[config.mk]
export PLATFORM = sky130hd
export DESIGN_NAME = calc_entry_sequencer_flat
export DESIGN_NICKNAME = d
export VERILOG_FILES = /design/src/rtl/calc_entry_sequencer_if.sv /design/src/rtl/calc_entry_sequencer.sv /design/src/flat_wrapper.sv
export SDC_FILE = /design/constraint.sdc
export NUM_CORES = 1
export LEC_CHECK = 0
export ABC_AREA = 1
export CAP_MARGIN = 20
export CORE_ASPECT_RATIO = 2
export CORE_MARGIN = 2
export CORE_UTILIZATION = 30
export CTS_CLUSTER_SIZE = 14
export DETAILED_ROUTE_END_ITERATION = 10
export PLACE_DENSITY = 0.58
export SLEW_MARGIN = 40
export SYNTH_ARGS = -nofsm -noshare
export SYNTH_HDL_FRONTEND = slang
export SYNTH_SLANG_ARGS = --single-unit
[constraint.sdc]
create_clock -name clk -period 2.57 [get_ports clk]
set_input_delay 0.514 -clock clk [delete_from_list [all_inputs] [get_ports clk]]
set_output_delay 0.514 -clock clk [all_outputs]
set_load 0.02 [all_outputs]
[src/rtl/calc_entry_sequencer_if.sv]
// rtl/calc_entry_sequencer_if.sv - keypad, arithmetic-unit handshake and display signal bundle
interface calc_entry_sequencer_if #(
    parameter int DIGITS = 8,
    parameter int OP_W   = 4
);
    // keypad strobes
    logic                  digit_valid;
    logic [3:0]            digit_in;
    logic                  op_valid;
    logic [OP_W-1:0]       op_code;
    logic                  enter;
    logic                  clear;

    // arithmetic unit return path
    logic [4*DIGITS-1:0]   result_in;
    logic                  result_valid;
    logic                  result_err;

    // latched operands and request to the arithmetic unit
    logic [4*DIGITS-1:0]   operand_a;
    logic [4*DIGITS-1:0]   operand_b;
    logic [OP_W-1:0]       op_reg;
    logic                  start_calc;

    // display and status
    logic [4*DIGITS-1:0]   display_value;
    logic                  op_display;
    logic                  entry_full;
    logic                  error;
    logic [2:0]            state;

    // keypad / arithmetic unit / display side
    modport master (
        output digit_valid, digit_in, op_valid, op_code, enter, clear,
        output result_in, result_valid, result_err,
        input  operand_a, operand_b, op_reg, start_calc,
        input  display_value, op_display, entry_full, error, state
    );

    // sequencer side
    modport slave (
        input  digit_valid, digit_in, op_valid, op_code, enter, clear,
        input  result_in, result_valid, result_err,
        output operand_a, operand_b, op_reg, start_calc,
        output display_value, op_display, entry_full, error, state
    );
endinterface

[src/rtl/calc_entry_sequencer.sv]
// rtl/calc_entry_sequencer.sv - calculator entry sequencer: operand/operator entry, ALU handshake, display select
module calc_entry_sequencer #(
    parameter int DIGITS      = 8,
    parameter int OP_W        = 4,
    parameter int TIMEOUT_CYC = 1024
) (
    input  logic                    clk,
    input  logic                    reset,
    calc_entry_sequencer_if.slave   bus
);
    localparam int W  = 4 * DIGITS;
    localparam int CW = $clog2(DIGITS + 1);
    localparam int WW = (TIMEOUT_CYC > 1) ? $clog2(TIMEOUT_CYC) : 1;

    localparam logic [CW-1:0] CNT_MAX   = CW'(DIGITS);
    localparam logic [WW-1:0] WAIT_LAST = WW'(TIMEOUT_CYC - 1);

    typedef enum logic [2:0] {
        S_NUM1 = 3'd0,
        S_OP   = 3'd1,
        S_NUM2 = 3'd2,
        S_WAIT = 3'd3,
        S_RES  = 3'd4,
        S_ERR  = 3'd5
    } state_t;

    // the one keypad event that acts this cycle (clear is handled separately)
    typedef enum logic [1:0] {
        K_NONE  = 2'd0,
        K_DIGIT = 2'd1,
        K_OP    = 2'd2,
        K_ENTER = 2'd3
    } key_t;

    state_t          state_q, state_d;
    logic [W-1:0]    a_q, a_d;
    logic [W-1:0]    b_q, b_d;
    logic [OP_W-1:0] op_q, op_d;
    logic [W-1:0]    res_q, res_d;
    logic [CW-1:0]   cnt_q, cnt_d;
    logic [WW-1:0]   wait_q, wait_d;
    logic            start_q, start_d;
    logic            full_q, full_d;
    logic [W-1:0]    disp_q, disp_d;

    key_t            key;
    logic            cnt_full;

    // non-BCD digit codes never count as a keypress
    always_comb begin
        key = K_NONE;
        if (bus.enter) begin
            key = K_ENTER;
        end else if (bus.op_valid) begin
            key = K_OP;
        end else if (bus.digit_valid && (bus.digit_in <= 4'd9)) begin
            key = K_DIGIT;
        end
    end

    assign cnt_full = (cnt_q == CNT_MAX);

    // next-state and datapath update for the entry sequence
    always_comb begin
        state_d = state_q;
        a_d     = a_q;
        b_d     = b_q;
        op_d    = op_q;
        res_d   = res_q;
        cnt_d   = cnt_q;
        wait_d  = wait_q;
        start_d = 1'b0;
        full_d  = 1'b0;

        if (bus.clear) begin
            state_d = S_NUM1;
            a_d     = '0;
            b_d     = '0;
            op_d    = '0;
            res_d   = '0;
            cnt_d   = '0;
            wait_d  = '0;
        end else begin
            case (state_q)
                S_NUM1: begin
                    case (key)
                        K_OP: begin
                            op_d    = bus.op_code;
                            state_d = S_OP;
                        end
                        K_DIGIT: begin
                            if (cnt_full) begin
                                full_d = 1'b1;
                            end else begin
                                a_d   = {a_q[W-5:0], bus.digit_in};
                                cnt_d = cnt_q + 1'b1;
                            end
                        end
                        default: ;
                    endcase
                end
                S_OP: begin
                    case (key)
                        K_OP: op_d = bus.op_code;
                        K_DIGIT: begin
                            b_d     = {{(W-4){1'b0}}, bus.digit_in};
                            cnt_d   = CW'(1);
                            state_d = S_NUM2;
                        end
                        default: ;
                    endcase
                end
                S_NUM2: begin
                    case (key)
                        K_ENTER: begin
                            if (cnt_q != '0) begin
                                start_d = 1'b1;
                                wait_d  = '0;
                                state_d = S_WAIT;
                            end
                        end
                        K_OP: op_d = bus.op_code;
                        K_DIGIT: begin
                            if (cnt_full) begin
                                full_d = 1'b1;
                            end else begin
                                b_d   = {b_q[W-5:0], bus.digit_in};
                                cnt_d = cnt_q + 1'b1;
                            end
                        end
                        default: ;
                    endcase
                end
                S_WAIT: begin
                    // a result on the terminal-count cycle still counts
                    if (bus.result_valid && !bus.result_err) begin
                        res_d   = bus.result_in;
                        state_d = S_RES;
                    end else if (bus.result_valid || (wait_q == WAIT_LAST)) begin
                        state_d = S_ERR;
                    end else begin
                        wait_d = wait_q + 1'b1;
                    end
                end
                S_RES: begin
                    case (key)
                        K_DIGIT: begin
                            a_d     = {{(W-4){1'b0}}, bus.digit_in};
                            cnt_d   = CW'(1);
                            state_d = S_NUM1;
                        end
                        K_OP: begin
                            a_d     = res_q;
                            op_d    = bus.op_code;
                            state_d = S_OP;
                        end
                        K_ENTER: begin
                            a_d     = res_q;
                            start_d = 1'b1;
                            wait_d  = '0;
                            state_d = S_WAIT;
                        end
                        default: ;
                    endcase
                end
                S_ERR: ;
                default: state_d = S_NUM1;
            endcase
        end
    end

    // display source follows the state being entered so it changes on the same edge
    always_comb begin
        disp_d = a_d;
        case (state_d)
            S_OP:          disp_d = {{(W-OP_W){1'b0}}, op_d};
            S_NUM2, S_WAIT: disp_d = b_d;
            S_RES:         disp_d = res_d;
            S_ERR:         disp_d = '1;
            default:       disp_d = a_d;
        endcase
    end

    // state and datapath registers
    always_ff @(posedge clk) begin
        if (reset) begin
            state_q <= S_NUM1;
            a_q     <= '0;
            b_q     <= '0;
            op_q    <= '0;
            res_q   <= '0;
            cnt_q   <= '0;
            wait_q  <= '0;
            start_q <= 1'b0;
            full_q  <= 1'b0;
            disp_q  <= '0;
        end else begin
            state_q <= state_d;
            a_q     <= a_d;
            b_q     <= b_d;
            op_q    <= op_d;
            res_q   <= res_d;
            cnt_q   <= cnt_d;
            wait_q  <= wait_d;
            start_q <= start_d;
            full_q  <= full_d;
            disp_q  <= disp_d;
        end
    end

    assign bus.operand_a     = a_q;
    assign bus.operand_b     = b_q;
    assign bus.op_reg        = op_q;
    assign bus.start_calc    = start_q;
    assign bus.display_value = disp_q;
    assign bus.op_display    = (state_q == S_OP);
    assign bus.entry_full    = full_q;
    assign bus.error         = (state_q == S_ERR);
    assign bus.state         = state_q;
endmodule

[src/flat_wrapper.sv]
// flat-port wrapper written by rule: the top's interface ports become plain ports
module calc_entry_sequencer_flat 
#(
    parameter int DIGITS      = 8,
    parameter int OP_W        = 4,
    parameter int TIMEOUT_CYC = 1024
)
  (clk, reset, bus_digit_valid, bus_digit_in, bus_op_valid, bus_op_code, bus_enter, bus_clear, bus_result_in, bus_result_valid, bus_result_err, bus_operand_a, bus_operand_b, bus_op_reg, bus_start_calc, bus_display_value, bus_op_display, bus_entry_full, bus_error, bus_state);
  calc_entry_sequencer_if #(.DIGITS(DIGITS), .OP_W(OP_W)) bus_i ();
  input  logic clk;
  input  logic reset;
  input wire logic [$bits(bus_i.digit_valid)-1:0] bus_digit_valid;
  input wire logic [$bits(bus_i.digit_in)-1:0] bus_digit_in;
  input wire logic [$bits(bus_i.op_valid)-1:0] bus_op_valid;
  input wire logic [$bits(bus_i.op_code)-1:0] bus_op_code;
  input wire logic [$bits(bus_i.enter)-1:0] bus_enter;
  input wire logic [$bits(bus_i.clear)-1:0] bus_clear;
  input wire logic [$bits(bus_i.result_in)-1:0] bus_result_in;
  input wire logic [$bits(bus_i.result_valid)-1:0] bus_result_valid;
  input wire logic [$bits(bus_i.result_err)-1:0] bus_result_err;
  output wire logic [$bits(bus_i.operand_a)-1:0] bus_operand_a;
  output wire logic [$bits(bus_i.operand_b)-1:0] bus_operand_b;
  output wire logic [$bits(bus_i.op_reg)-1:0] bus_op_reg;
  output wire logic [$bits(bus_i.start_calc)-1:0] bus_start_calc;
  output wire logic [$bits(bus_i.display_value)-1:0] bus_display_value;
  output wire logic [$bits(bus_i.op_display)-1:0] bus_op_display;
  output wire logic [$bits(bus_i.entry_full)-1:0] bus_entry_full;
  output wire logic [$bits(bus_i.error)-1:0] bus_error;
  output wire logic [$bits(bus_i.state)-1:0] bus_state;
  assign bus_i.digit_valid = bus_digit_valid;
  assign bus_i.digit_in = bus_digit_in;
  assign bus_i.op_valid = bus_op_valid;
  assign bus_i.op_code = bus_op_code;
  assign bus_i.enter = bus_enter;
  assign bus_i.clear = bus_clear;
  assign bus_i.result_in = bus_result_in;
  assign bus_i.result_valid = bus_result_valid;
  assign bus_i.result_err = bus_result_err;
  assign bus_operand_a = bus_i.operand_a;
  assign bus_operand_b = bus_i.operand_b;
  assign bus_op_reg = bus_i.op_reg;
  assign bus_start_calc = bus_i.start_calc;
  assign bus_display_value = bus_i.display_value;
  assign bus_op_display = bus_i.op_display;
  assign bus_entry_full = bus_i.entry_full;
  assign bus_error = bus_i.error;
  assign bus_state = bus_i.state;
  calc_entry_sequencer #(.DIGITS(DIGITS), .OP_W(OP_W), .TIMEOUT_CYC(TIMEOUT_CYC)) u_core (.clk(clk), .reset(reset), .bus(bus_i));
endmodule
==> results_dict.tcl, run 1 <==
set metrics [dict create \
    grt_max_degree 55 \
    placementRows 82 \
    cts_tree "yes" \
    end_kind "output port" \
    syn_avg_cell_area_um2 6.668 \
    firstDrtPassIters 5 \
    ys_ff_latch 151 \
    numPortBuffers 154 \
    io_pins 155 \
    min_path_type "reg2reg" \
    crit_slowest_cell "clkdlybuf4s50_1" \
    antenna_found_initial 0 \
    gr-usage-met2 0.4008 \
    cts.path.max_buffers 2 \
    finalInstanceArea_mm2 0.01070 \
    grt.overflow.total 0 \
    wl_mm 30.83 \
    critPathRequiredTime_ps 2060 \
    ys_warn_count 0 \
    finalSetupViolations 0 \
    start_util 0.3055 \
    clkSlewWorstSetupHoldPaths_ps 60 \
    path_cells "inv_2 -> nand3_2 -> inv_2 -> clkdlybuf4s50_1" \
    n_fill_cell 2691 \
    area_delta_synth_final_pct 39.85 \
    grt_use_met3 0.03453 \
    period_share 0.9610 \
    synth_top_area_cell "dfxtp_1" \
    vias 8547 \
    cp_common_cell "inv_2" \
    critPathTopFamily "buffers and inverters" \
    viasPerCell 5.088 \
    critPathKind "reg2out" \
    drc 0 \
    cts_max_level 4 \
    cts_made_buffers 17 \
    status "complete, no violations" \
    busiest_layer "met2" \
    fin_skew_ps 7.458 \
    place.gp.congestion 0.9012 \
    tightest_slew_ps 551.5 \
    relSlewSlack 0.6323 \
    num_antenna_cells 0 \
    pwr_density_cell_mw_per_mm2 535.3 \
    post_dp_cell_area_mm2 0.01010 \
    syn_nets 1198 \
    synthesis.area_mm2 0.007649 \
    seq_area_frac_synth 0.3952 \
    synthTopCellsByArea "dfxtp_1 40%, nand2_1 12%, a21oi_1 7.3%, nor2_1 7.0%, nand3_1 6.2%" \
    coreArea_mm2 0.02503 \
    final_nets 1382 \
    use_met1 0.2801 \
    cts_sinks 151 \
    grt_pass1_vias 8357 \
    grtUsageTotal 0.2322 \
    crit_arrival_ps 1960 \
    dp_hpwl_mm 22.92 \
    die_y_um 229.8 \
    crit_buf_inv 3 \
    critPathLaunchType "flip-flop" \
    synth_top_area_share 0.3952 \
    antenna_left 0 \
    critPathMaxStageDelay_ps 620 \
    p_leak_nw 4.265 \
    fin_crit_ps 2470 \
    insertion_delay_ps 440 \
    timing.hold.ws_ps 489.6 \
    root_buffer "clkbuf_16" \
    max-vdd-ir-drop_uv 336.3 \
    final_hold_viol_count 0 \
    postCtsHoldBufs 0 \
    yosysUniqueCellTypes 37 \
    drt_iter0_drc 620 \
    slew_violations 0 \
    cap_violations 0 \
    layout-drive-gt1-share 0.1049 \
    fmax_ghz 0.4049 \
    drt-wirelength-per-cell_um 18.35 \
    die_area_mm2 0.02687 \
    path_max_fanout 7 \
    ys.flop_type "dfxtp_1" \
    synthCells 1147 \
    grt_first_pass_wirelength_mm 47.40 \
    synth-edff-count 0 \
    synth-async-reset-ratio 0 \
    chipWidth_um 116.9 \
    cts_setup_buffers 0 \
    grt_setup_unrepaired "no" \
]
[metrics by stage]
stage | instances | utilization | total power, W | setup slack, ps | setup TNS (ps)
floorplan | 1147 | - | 0.002821 | 554.4 | 0
global placement | 1648 | 0.4036 | 0.003203 | -211.1 | -4171
detailed placement | 1648 | 0.4036 | 0.003204 | -218.0 | -4522
CTS | 1680 | 0.4272 | 0.005771 | 70.58 | 0
global route | 1680 | 0.4273 | 0.005918 | 23.80 | 0
finish | 1680 | 0.4273 | 0.005726 | 100.3 | 0
[where the power goes]
part,internal [W],total (W),switching [W]
combinational,0.000308,0.000726,0.000418
sequential,0.00239,0.00243,0.0000411
clock,0.00147,0.00257,0.00110
total,0.00417,0.00573,0.00156
[worst min-delay path, stage by stage (launching register included)]
cell and delay, ps:
dfxtp_1 340, inv_1 60, a21oi_1 50
[placed cells by master, fill, tap and decap left out, types with 23 or more instances in the layout]
master           instances
o21ai_0                 91
nand3_1                 94
buf_4                   65
dfxtp_1                150
o211ai_1                23
a21oi_1                112
nor2_1                 142
nand2_1                241
clkdlybuf4s50_1        152
inv_1                   78
nor4_1                  32
nor3_1                  38
[timing repair]
action                                 4_1_cts  5_1_grt
gates resized for setup                      1        2
endpoints found under the hold margin        0        0
setup endpoints to repair                    1        2
[synthesized netlist by cell type, drive strengths merged (3+ instances only)]
library cell,number
nand3,99
nor4,32
nand2,246
o21ai,100
dfxtp,151
clkbuf,42
ha,3
a21oi,112
nand4,8
buf,28
nor2,148
xor2,3
o211ai,24
nor3,38
inv,86
o21a,17
[final timing paths]
check | from | end | slack (ps) | cells after the start
hold reg to reg | u_core.wait_q[8] | u_core.wait_q[8] | 490 | 2
setup / recovery | u_core.bus.state[2] | bus_op_display | 100 | 4
hold / removal | u_core.wait_q[8] | u_core.wait_q[8] | 490 | 2
setup reg to reg | u_core.bus.state[0] | u_core.bus.display_value[24] | 310 | 13
[cell families (layout without fill, tap and decap cells)]
family,count (synthesis),in the layout,synth area share
xor gates and xnor gates,4,4,0.004581
and+or+nand+nor,573,573,0.3270
DFF,151,151,0.3952
buffers and inverters,158,355,0.08343
AOI/OAI and AO/OA,258,258,0.1849
adders and majority gates,3,3,0.004908
[layer usage]
metal,share of wire,wire [µm]
met5,0,0
met4,0.037,1132
met2,0.51,15610
met3,0.050,1539
met1,0.41,12550
[layout make-up]
type | count | area [µm²] | share of cell area
Clock inverter | 13 | 143.9 | 0.01345
Clock buffer | 19 | 442.9 | 0.04141
Timing Repair Buffer | 235 | 2340 | 0.2187
Multi-Input combinational cell | 838 | 3995 | 0.3735
Sequential cell | 151 | 3024 | 0.2827
Inverter | 88 | 330.3 | 0.03088
Tap cell | 336 | 420.4 | 0.03930
Note: power is estimated with default switching activity, not from simulation.
==> run 2: changes to the inputs <==
ABC_AREA = not set   (was 1)
PLACE_DENSITY = 0.6   (was 0.58)
TNS_END_PERCENT = 50   (was not set)
==> results_dict.tcl, run 2 <==
set metrics [dict create \
    synth-edff-count 0 \
    cts.path.max_buffers 2 \
    finalInstanceArea_mm2 0.009729 \
    drt_iter0_drc 429 \
    critPathTopFamily "compound AO/OA/AOI/OAI gates" \
    final_hold_viol_count 0 \
    die_y_um 212.8 \
    antenna_found_initial 0 \
    viasPerCell 5.319 \
    synthTopCellsByArea "dfxtp_1 46%, mux2i_1 6.4%, nand2_1 5.6%, a21oi_1 5.5%, nor2_1 5.3%" \
    firstDrtPassIters 5 \
    clkSlewWorstSetupHoldPaths_ps 60 \
    synth_common_cells "151 x dfxtp_1, 98 x nand2_1, 93 x nor2_1" \
    area_delta_synth_final_pct 48.77 \
    critPathMaxStageDelay_ps 370 \
    cts_sinks 151 \
    relSlewSlack 0.7252 \
    drc 0 \
    antenna_left 0 \
    synth-async-reset-ratio 0 \
    layout-drive-gt1-share 0.1559 \
    min_path_type "reg2reg" \
    crit_arrival_ps 2800 \
    finalSetupViolations 0 \
    critPathRequiredTime_ps 2870 \
    numPortBuffers 154 \
    crit_slowest_cell "or3b_1" \
    path_max_fanout 11 \
    synth_top_area_cell "dfxtp_1" \
    ys_ff_latch 151 \
    chipWidth_um 108.4 \
    grt_first_pass_wirelength_mm 37.45 \
    cts_tree "yes" \
    cap_violations 0 \
    pwr_density_cell_mw_per_mm2 558.0 \
    ys_warn_count 0 \
    post-route-util 0.4527 \
    synthCells 751 \
    die_area_mm2 0.02307 \
    grt_max_degree 33 \
    start_util 0.3043 \
    p_leak_nw 3.393 \
    insertion_delay_ps 430 \
    postCtsHoldBufs 0 \
    placementRows 76 \
    io_pins 155 \
    seq_area_frac_synth 0.4622 \
    slew_violations 0 \
    wl_mm 25.09 \
    final_common_cell "clkdlybuf4s50_1" \
    fmax_ghz 0.4003 \
    post_dp_cell_area_mm2 0.009107 \
    fin_skew_ps 11.17 \
    n_fill_cell 2163 \
    ys.flop_type "dfxtp_1" \
    final_cell_mix "154 x clkdlybuf4s50_1, 148 x dfxtp_1, 98 x nand2_1, 91 x nor2_1, 87 x buf_4" \
    fin_crit_ps 2498 \
    synth_top_area_share 0.4622 \
    grt_pass1_vias 6594 \
    crit_buf_inv 2 \
    setup_slack_ps 71.89 \
    syn_avg_cell_area_um2 8.708 \
    yosysUniqueCellTypes 55 \
    root_buffer "clkbuf_16" \
    status "complete, no violations" \
    critPathLaunchType "flip-flop" \
    path_cells "inv_1 -> ha_2 -> or3b_1 -> and3_4 -> o32ai_4 -> xnor2_1 -> a21o_1 -> buf_12 -> o32a_1" \
    vias 6638 \
    num_antenna_cells 0 \
    end_kind "flip-flop" \
    period_share 0.9720 \
    grt.overflow.total 0 \
    cts_max_level 4 \
    pre_cts_slack_ps -463.8 \
    grtUsageTotal 0.2175 \
    cts_made_buffers 17 \
    drt-wirelength-per-cell_um 20.10 \
    critPathKind "reg2reg" \
    synth_most_common_cell "dfxtp_1" \
    tightest_slew_ps 407.9 \
    synthesis.area_mm2 0.006540 \
    place.gp.congestion 0.8851 \
    max-vdd-ir-drop_uv 382.0 \
    coreArea_mm2 0.02149 \
    syn_nets 802 \
    dp_hpwl_mm 18.60 \
    final_nets 1014 \
]
-- run 2: changes by cell type after synthesis, sizes merged, moves of 32 or more --
cell / previous run / this run
nor3: 38 / 6
nor2: 148 / 93
o22ai: 1 / 37
inv: 86 / 5
nand3: 99 / 4
mux2i: 0 / 42
a21oi: 112 / 72
o21ai: 100 / 12
nand2: 246 / 98
-- run 2: final timing paths --
check	from	depth (start not counted)	slack, ps	to
max	u_core.cnt_q[0]	9	70	u_core.bus.display_value[3]
min	u_core.wait_q[9]	2	500	u_core.wait_q[9]
max reg2reg	u_core.cnt_q[0]	9	70	u_core.bus.display_value[3]
min reg2reg	u_core.wait_q[9]	2	500	u_core.wait_q[9]
-- run 2: tightest hold or removal path, stage by stage, from the launching register on --
cell	delay, ps
dfxtp_1	320
o31ai_1	70
a21oi_1	60
-- run 2: through the flow --
stage | hold WS (ps) | cells | power (W) | TNS (ps)
floorplan | 452.1 | 751 | 0.002669 | 0
global placement | 463.6 | 1216 | 0.002971 | -16150
detailed placement | 485.9 | 1216 | 0.002972 | -18200
CTS | 499.4 | 1247 | 0.005472 | 0
global route | 525.7 | 1248 | 0.005583 | -2.467
finish | 496.9 | 1248 | 0.005429 | 0
-- run 2: layout make-up --
type / instances / area (µm²) / share of cell area
inverter: 5 / 18.77 / 0.001929
tap: 273 / 341.6 / 0.03511
timing repair buffer: 253 / 2435 / 0.2503
clock buffer: 19 / 442.9 / 0.04552
clock inverter: 12 / 143.9 / 0.01479
sequential: 151 / 3027 / 0.3111
multi-input combinational: 535 / 3321 / 0.3413
-- run 2: where the power goes --
part	leakage [nW]	internal (W)	total, W	switching [W]
Clock	0.277	0.00147	0.00250	0.00104
Combinational	1.89	0.000250	0.000518	0.000268
Sequential	1.22	0.00238	0.00241	0.0000306
-- run 2: timing repair --
action	in CTS	in global routing
pin swaps	0	3
gates cloned	0	0
endpoints found under the setup margin	4	25
resized for setup	3	6
setup buffers	0	1
-- run 2: routing by layer --
metal  part of all wire  GRT usage
met1               0.36     0.2298
met2               0.55     0.4067
met3              0.046    0.02991
met4              0.047     0.1141
met5                  0          0
-- run 2: kinds of logic (layout without fill, tap and decap cells) --
family / after synthesis / after routing / share of synthesized area
compound gates: 229 / 229 / 0.2435
xor+xnor: 7 / 7 / 0.009375
simple gates: 252 / 252 / 0.1707
flops: 151 / 151 / 0.4622
mux: 43 / 43 / 0.06600
fa+ha+maj: 4 / 4 / 0.007271
buf+inv: 65 / 289 / 0.04094
